--- src/rtl/mux2_1_rr_arbiter.sv ---
// Two-requester round-robin packet arbiter steering one output channel through a 2:1 mux.
// The grant is held for a whole packet; it is released early once a packet reaches MAX_BEATS beats.

module mux2_1 #(
  parameter int W = 8
) (
  input  logic         sel,
  input  logic [W-1:0] a,
  input  logic [W-1:0] b,
  output logic [W-1:0] y
);
  assign y = sel ? b : a;
endmodule

// state  | meaning
// IDLE   | no grant; arbitrate the current requests, no beat passes
// GRANT1 | requester 1 owns the output until end of packet
// GRANT2 | requester 2 owns the output until end of packet
module mux2_1_rr_arbiter #(
  parameter int DATA_W    = 8,
  parameter int MAX_BEATS = 16,
  parameter int CNT_W     = 5
) (
  input  logic              sys_clk,
  input  logic              sys_rst,
  input  logic              in1_valid,
  input  logic [DATA_W-1:0] in1_data,
  input  logic              in1_last,
  output logic              in1_ready,
  input  logic              in2_valid,
  input  logic [DATA_W-1:0] in2_data,
  input  logic              in2_last,
  output logic              in2_ready,
  output logic              out_valid,
  output logic [DATA_W-1:0] out_data,
  output logic              out_last,
  input  logic              out_ready,
  output logic              sel,
  output logic              busy,
  output logic              err_overlong
);

  typedef enum logic [1:0] {IDLE, GRANT1, GRANT2} state_t;

  state_t           state, state_nx;
  logic             prio, prio_nx;
  logic [CNT_W-1:0] beat_cnt;
  logic             accept, cnt_tc, pkt_end, forced;
  logic [DATA_W:0]  mux_y;

  // prio: 0 favours requester 1, 1 favours requester 2
  function automatic state_t arb(input logic v1, input logic v2, input logic p);
    if (v1 && v2) return p ? GRANT2 : GRANT1;
    if (v1)       return GRANT1;
    if (v2)       return GRANT2;
    return IDLE;
  endfunction

  mux2_1 #(.W(DATA_W + 1)) u_mux (
    .sel (sel),
    .a   ({in1_last, in1_data}),
    .b   ({in2_last, in2_data}),
    .y   (mux_y)
  );

  assign out_last = mux_y[DATA_W];
  assign out_data = mux_y[DATA_W-1:0];

  always_comb begin
    out_valid = 1'b0;
    in1_ready = 1'b0;
    in2_ready = 1'b0;
    case (state)
      GRANT1: begin
        out_valid = in1_valid;
        in1_ready = out_ready;
      end
      GRANT2: begin
        out_valid = in2_valid;
        in2_ready = out_ready;
      end
      default: ;
    endcase
  end

  assign accept  = out_valid & out_ready;
  assign cnt_tc  = (beat_cnt == CNT_W'(MAX_BEATS - 1));
  assign pkt_end = accept & (out_last | cnt_tc);
  assign forced  = accept & ~out_last & cnt_tc;
  // the requester that just finished loses priority to the other one
  assign prio_nx = pkt_end ? (state == GRANT1) : prio;

  always_comb begin
    state_nx = state;
    case (state)
      IDLE:           state_nx = arb(in1_valid, in2_valid, prio);
      GRANT1, GRANT2: if (pkt_end) state_nx = arb(in1_valid, in2_valid, prio_nx);
      default:        state_nx = IDLE;
    endcase
  end

  always_ff @(posedge sys_clk) begin
    if (sys_rst) begin
      state        <= IDLE;
      prio         <= 1'b0;
      sel          <= 1'b0;
      beat_cnt     <= '0;
      busy         <= 1'b0;
      err_overlong <= 1'b0;
    end else begin
      state        <= state_nx;
      prio         <= prio_nx;
      busy         <= (state_nx != IDLE);
      err_overlong <= forced;
      if (state_nx != IDLE) sel <= (state_nx == GRANT2);
      if (pkt_end)     beat_cnt <= '0;
      else if (accept) beat_cnt <= beat_cnt + CNT_W'(1);
    end
  end

endmodule

--- config.mk ---
export PLATFORM = sky130hd
export DESIGN_NAME = mux2_1_rr_arbiter
export DESIGN_NICKNAME = d
export VERILOG_FILES = /design/src/rtl/mux2_1_rr_arbiter.sv
export SDC_FILE = /design/constraint.sdc
export NUM_CORES = 1
export LEC_CHECK = 0
export ABC_AREA = 1
export CAP_MARGIN = 10
export CORE_MARGIN = 1.5
export CORE_UTILIZATION = 45
export CTS_CLUSTER_DIAMETER = 100
export DETAILED_ROUTE_END_ITERATION = 16
export DONT_BUFFER_PORTS = 1
export SYNTH_ARGS = -nofsm -noshare
export SYNTH_HDL_FRONTEND = slang
export SYNTH_SLANG_ARGS = --single-unit
--- constraint.sdc ---
create_clock -name sys_clk -period 1.8 [get_ports sys_clk]
set_input_delay 0.54 -clock sys_clk [delete_from_list [all_inputs] [get_ports sys_clk]]
set_output_delay 0.54 -clock sys_clk [all_outputs]
set_load 0.05 [all_outputs]
## Yosys cells after proc, flatten, opt, wreduce, memory -nomap -nowiden

Cells that the tools add are included.

- Bits in registers: 11
- Word-level logic and storage cells: 61
- Output and inout port bits: 15
- Input port bits: 23

- Bitwise logic cells: 6
- Reduce and logical (&&, ||, !) cells: 5
- $add $sub $neg: 1
- Mux-type cells: 39
- Equal/unequal tests: 4

Operators with widths:

| operator | number |
|---|---|
| two-way mux 2 bit | 15 |
| two-way mux 1 bit | 21 |
| two-way mux 9 bit | 1 |
| adder 5 x 1 -> 5 bit, second input constant | 1 |
| == test 5 x 4 -> 1 bit, second input constant | 1 |
| bitwise AND 1 bit | 4 |
| == test 2 bit, second input constant | 2 |
| case mux 2 bit (2 select lines) | 1 |
| OR reduction 2 bit | 2 |
| == test 2 x 1 -> 1 bit, second input constant | 1 |
| logical NOT 2 bit | 1 |
| case mux 1 bit (2 select lines) | 1 |
| nonzero test 2 bit | 1 |
| logical AND 1 bit | 1 |
| inverter 1 bit | 1 |
| OR 1 bit | 1 |

## Logic depth before layout (Yosys ltp)

- Word-level depth: 19
- Gate-level depth with buffers: 16

## Cells and area by module

Synthesis repeated with hierarchy kept, for this count alone.

- Cell total of the unflattened synthesis: 123
- Area, all modules: 809.5 µm²

Modules (own cells, without submodules):

| module | cells an instance | area each (µm²) | instances |
|---|---|---|---|
| mux2_1_rr_arbiter | 94 | 693.2 | 1 |
| mux2_1 | 29 | 116.4 | 1 |

## Worst setup path after synthesis

Ideal clock, no wire load.

- Path kind: flip-flop to output port
- Start point: register sel
- End point: output out_last
- Slack: -115 ps
- Cell stages (with the launch flop): 5
- Path buffers: 1
- Arrival: 1375 ps
- Data required time: 1260 ps
- Cells stage by stage: dfxtp_1 > buf_6 > nand2_2 > and2_1 > inv_1

- Longest elaborated chain between the ends: 1

RTL lines:

| element | RTL line | RTL |
|---|---|---|
| start, declared | 38 | `output logic sel,` |
| start signal, assigned | 115 | `if (state_nx != IDLE) sel <= (state_nx == GRANT2);` |
| two-way mux 9 bit | 12 | `assign y = sel ? b : a;` |
| end, declared | 36 | `output logic out_last,` |

Every way passes these cells.

## Final worst setup path

- Start point: register state[0]
- End point: output out_valid

- Longest elaborated chain between the ends: 2
- Elaborated cells between the ends (all ways): 3
- Classes of those cells: eq/ne: 2; mux: 1

RTL lines:

| element | RTL line | RTL |
|---|---|---|
| start, declared | 45 | `state_t state, state_nx;` |
| start signal, assigned | 111 | `state <= state_nx;` |
| == test 2 bit / == test 2 x 1 -> 1 bit (equally long branches) | 73 | `case (state)` |
| case mux 1 bit (2 select lines) * | 73 |  |
| end, declared | 34 | `output logic out_valid,` |

Every way passes the cells marked *; elsewhere a longest branch is shown, timed or not.

==> results.yml <==
synthesis:
  yosysSeqAreaShare_pct: 27.3
  syn_area_sq_um: 807
  synth.cells.most_frequent: "nand2_1, inv_1, dfxtp_1"
  synth_largest_area_cell: "dfxtp_1"
  ys_types: 22
  yosys-top-cells-area: "dfxtp_1, nand2_1, inv_1, ha_1, a21oi_1"
  synth_top_area_share_pct: 27.3
  synth-async-reset-ratio_pct: 0
  synth_seq_cells: 11
  yosysWarnings: 0
  postSynthCellCount: 126
  synth-edff-count: 0
  synth_most_common_cell: "nand2_1"
  avgSynthCellArea_sq_um: 6.40
  synth_nets: 155
  synth_ff_type: "dfxtp_1"
routing:
  highest_layer: "met4"
  drt_wl_total_mm: 1.66
  first_pass_iters: 4
  wl_met2_um: 741
  drt_iter0_drc: 12
  vias_per_cell: 4.84
  drcViolationCount: 0
  num_vias: 789
  postRouteAntennaNets: 0
  wl_per_cell_um: 10.2
  wl_met1_um: 721
  wl_met3_um: 153
hold_path:
  min_to: "state[1]"
  min-delay-start: "sys_rst"
  min_path_cells: 1
  worst_hold_path_type: "input port to flop"
clock_network:
  clock-sinks: 11
  cts_hold_buf: 0
  clk_pin_slew_ns: 0.08
  insertion_delay_ns: 0.28
  cts_tree: "done"
  cts_buffer_depth: 2
  cts_buffers: 3
  cts_root_buffer: "clkbuf_4"
  htreeDepth: 1
timing:
  hold_violations: 0
  slew_headroom_pct: 68.4
  hold_slack_ns: 0.316
  setup_violations: 1
  worst_slack_ns: -0.0511
  slew_viol_final: 0
  fmax_ghz: 0.540
  rsz0062_at_grt: "yes"
  period_share_pct: 103
  tightest_slew_ns: 0.474
  period_needed_ns: 1.85
  fin_skew_ns: 0.0103
die:
  ios: 38
  fp.dieH_um: 45.4
  coreArea_sq_mm: 0.00171
  initial_utilization_pct: 47.3
  dieWidth_um: 45.4
  std_cell_rows: 15
  die_area_sq_mm: 0.00206
status:
  status: "finished, violations left"
  violations: "negative setup slack"
setup_path:
  critPathRequiredTime_ns: 1.26
  reg2reg_slack_ns: 0.05
  cp-end-kind: "output pin"
  critical_path.max_fanout: 3
  worstSetupPathType: "flop to output pin"
  critPathArrivalTime_ns: 1.31
  crit_path_start_kind: "flop"
  reg2reg_depth: 15
  reg2reg_from: "state[0]"
  timing.rr.end: "sel"
global_routing:
  grtUsageTotal_pct: 17.3
  grt_remaining_overflow: 0
  antenna_found_initial: 0
  grt_pass1_vias: 650
  grt_start_max_net_pins: 9
  grt_pass1_wl_mm: 2.52
place:
  post-place-ws_ns: 0.0590
  routabilityCongestion: 0.829
  hpwl_mm: 1.20
  portBuffers: 0
  place_inst: 153
finish:
  num_antenna_cells: 0
  fin_cells: 163
  area_growth_pct: 26.8
  fin_util_pct: 59.9
  drive_gt1_share_pct: 37.7
  finalNetCount: 168
power_and_ir_drop:
  power_density_mw_per_mm2: 684
  vdd_ir_drop_max_mv: 0.324
  p_leak_nw: 0.461
  total_power_uw: 700
run:
  cap_violations: 0
per-layer routing:
layer | global-route usage [%] | vias to the layer above
li1 | - | 408
met1 | 19.5 | 327
met2 | 30.0 | 48
met3 | 4.40 | 6
met4 | 8.24 | 0
met5 | 0 | -
area by class of cell:
type,instances,area (sq um)
fillers,162,684
flip-flops and latches,11,234
clock buffers,4,26.3
well taps,25,31.3
inverters,23,105
multi-input cells,91,556
repair buffers,9,71.3
flip-flops by register name, summed over array words and instances (netlist names):
register and cells:
beat_cnt 5, prio 1, busy 1, sel 1
err_overlong 1, state 2
cells by family (layout without fill, tap and decap cells):
| family | after synthesis | count (layout) | share of synthesized area (%) |
|---|---|---|---|
| buffers and inverters | 24 | 36 | 12.1 |
| adders and majority gates | 6 | 6 | 9.30 |
| xor gates and xnor gates | 1 | 1 | 1.09 |
| and+or+nand+nor | 74 | 74 | 42.2 |
| DFF | 11 | 11 | 27.3 |
| AOI/OAI and AO/OA | 10 | 10 | 8.06 |
placed cells by master (no fill, tap or decap):
| cell type | n |
|---|---|
| nand2_2 | 13 |
| nor3b_1 | 1 |
| inv_4 | 3 |
| or2_2 | 1 |
| ha_4 | 2 |
| nor4_1 | 1 |
| a31oi_1 | 1 |
| nand3_4 | 1 |
| dfxtp_2 | 2 |
| a21oi_1 | 6 |
| xnor2_1 | 1 |
| dfxtp_4 | 3 |
| nor2_4 | 1 |
| dfxtp_1 | 6 |
| o21a_1 | 1 |
| nand2_1 | 42 |
| and2_4 | 1 |
| clkinvlp_4 | 3 |
| nor2_1 | 7 |
| nand3_1 | 2 |
| inv_2 | 2 |
| clkbuf_1 | 1 |
| inv_1 | 15 |
| nand3_2 | 4 |
| ha_2 | 2 |
| buf_4 | 8 |
| ha_1 | 2 |
| o21ai_2 | 1 |
| clkbuf_4 | 3 |
| buf_6 | 1 |
| a21oi_4 | 1 |
report_power, final:
part           switching, mW  leakage, nW  internal, mW
clock                 0.0899       0.0150        0.0859
combinational          0.178        0.353        0.0719
sequential            0.0218       0.0925         0.252
how the worst max path moves through the flow:
| stage | startpoint | end | slack (ns) | cells past startpoint |
|---|---|---|---|---|
| finish | state[0] | out_valid | -0.05 | 5 |
| global placement | beat_cnt[1] | busy | 0.08 | 15 |
| detailed placement | beat_cnt[1] | busy | 0.06 | 15 |
| global route | state[0] | out_valid | -0.1 | 5 |
| CTS | state[1] | out_valid | -0.05 | 5 |
| floorplan | state[1] | busy | 0.01 | 13 |
through the flow:
stage | TNS, ns | area [sq um]
after CTS | -0.0738 | 957
after global placement | 0 | 867
final | -0.0511 | 1020
after floorplan | 0 | 825
after detailed placement | 0 | 867
after global routing | -0.402 | 1020
worst max-delay path, stage by stage (launching register included):
cell and delay (ns):
dfxtp_4 0.38, inv_4 0.05, ha_4 0.27, inv_4 0.04, a21oi_4 0.12, buf_6 0.17
repair_timing:
item | 4_1_cts | 5_1_grt
hold endpoints to repair | 0 | 0
gates resized for setup | 10 | 19
endpoints found under the setup margin | 11 | 17
pin swaps | 2 | 1
buffers inserted | 4 | 2
(Power assumes the default switching activity.)
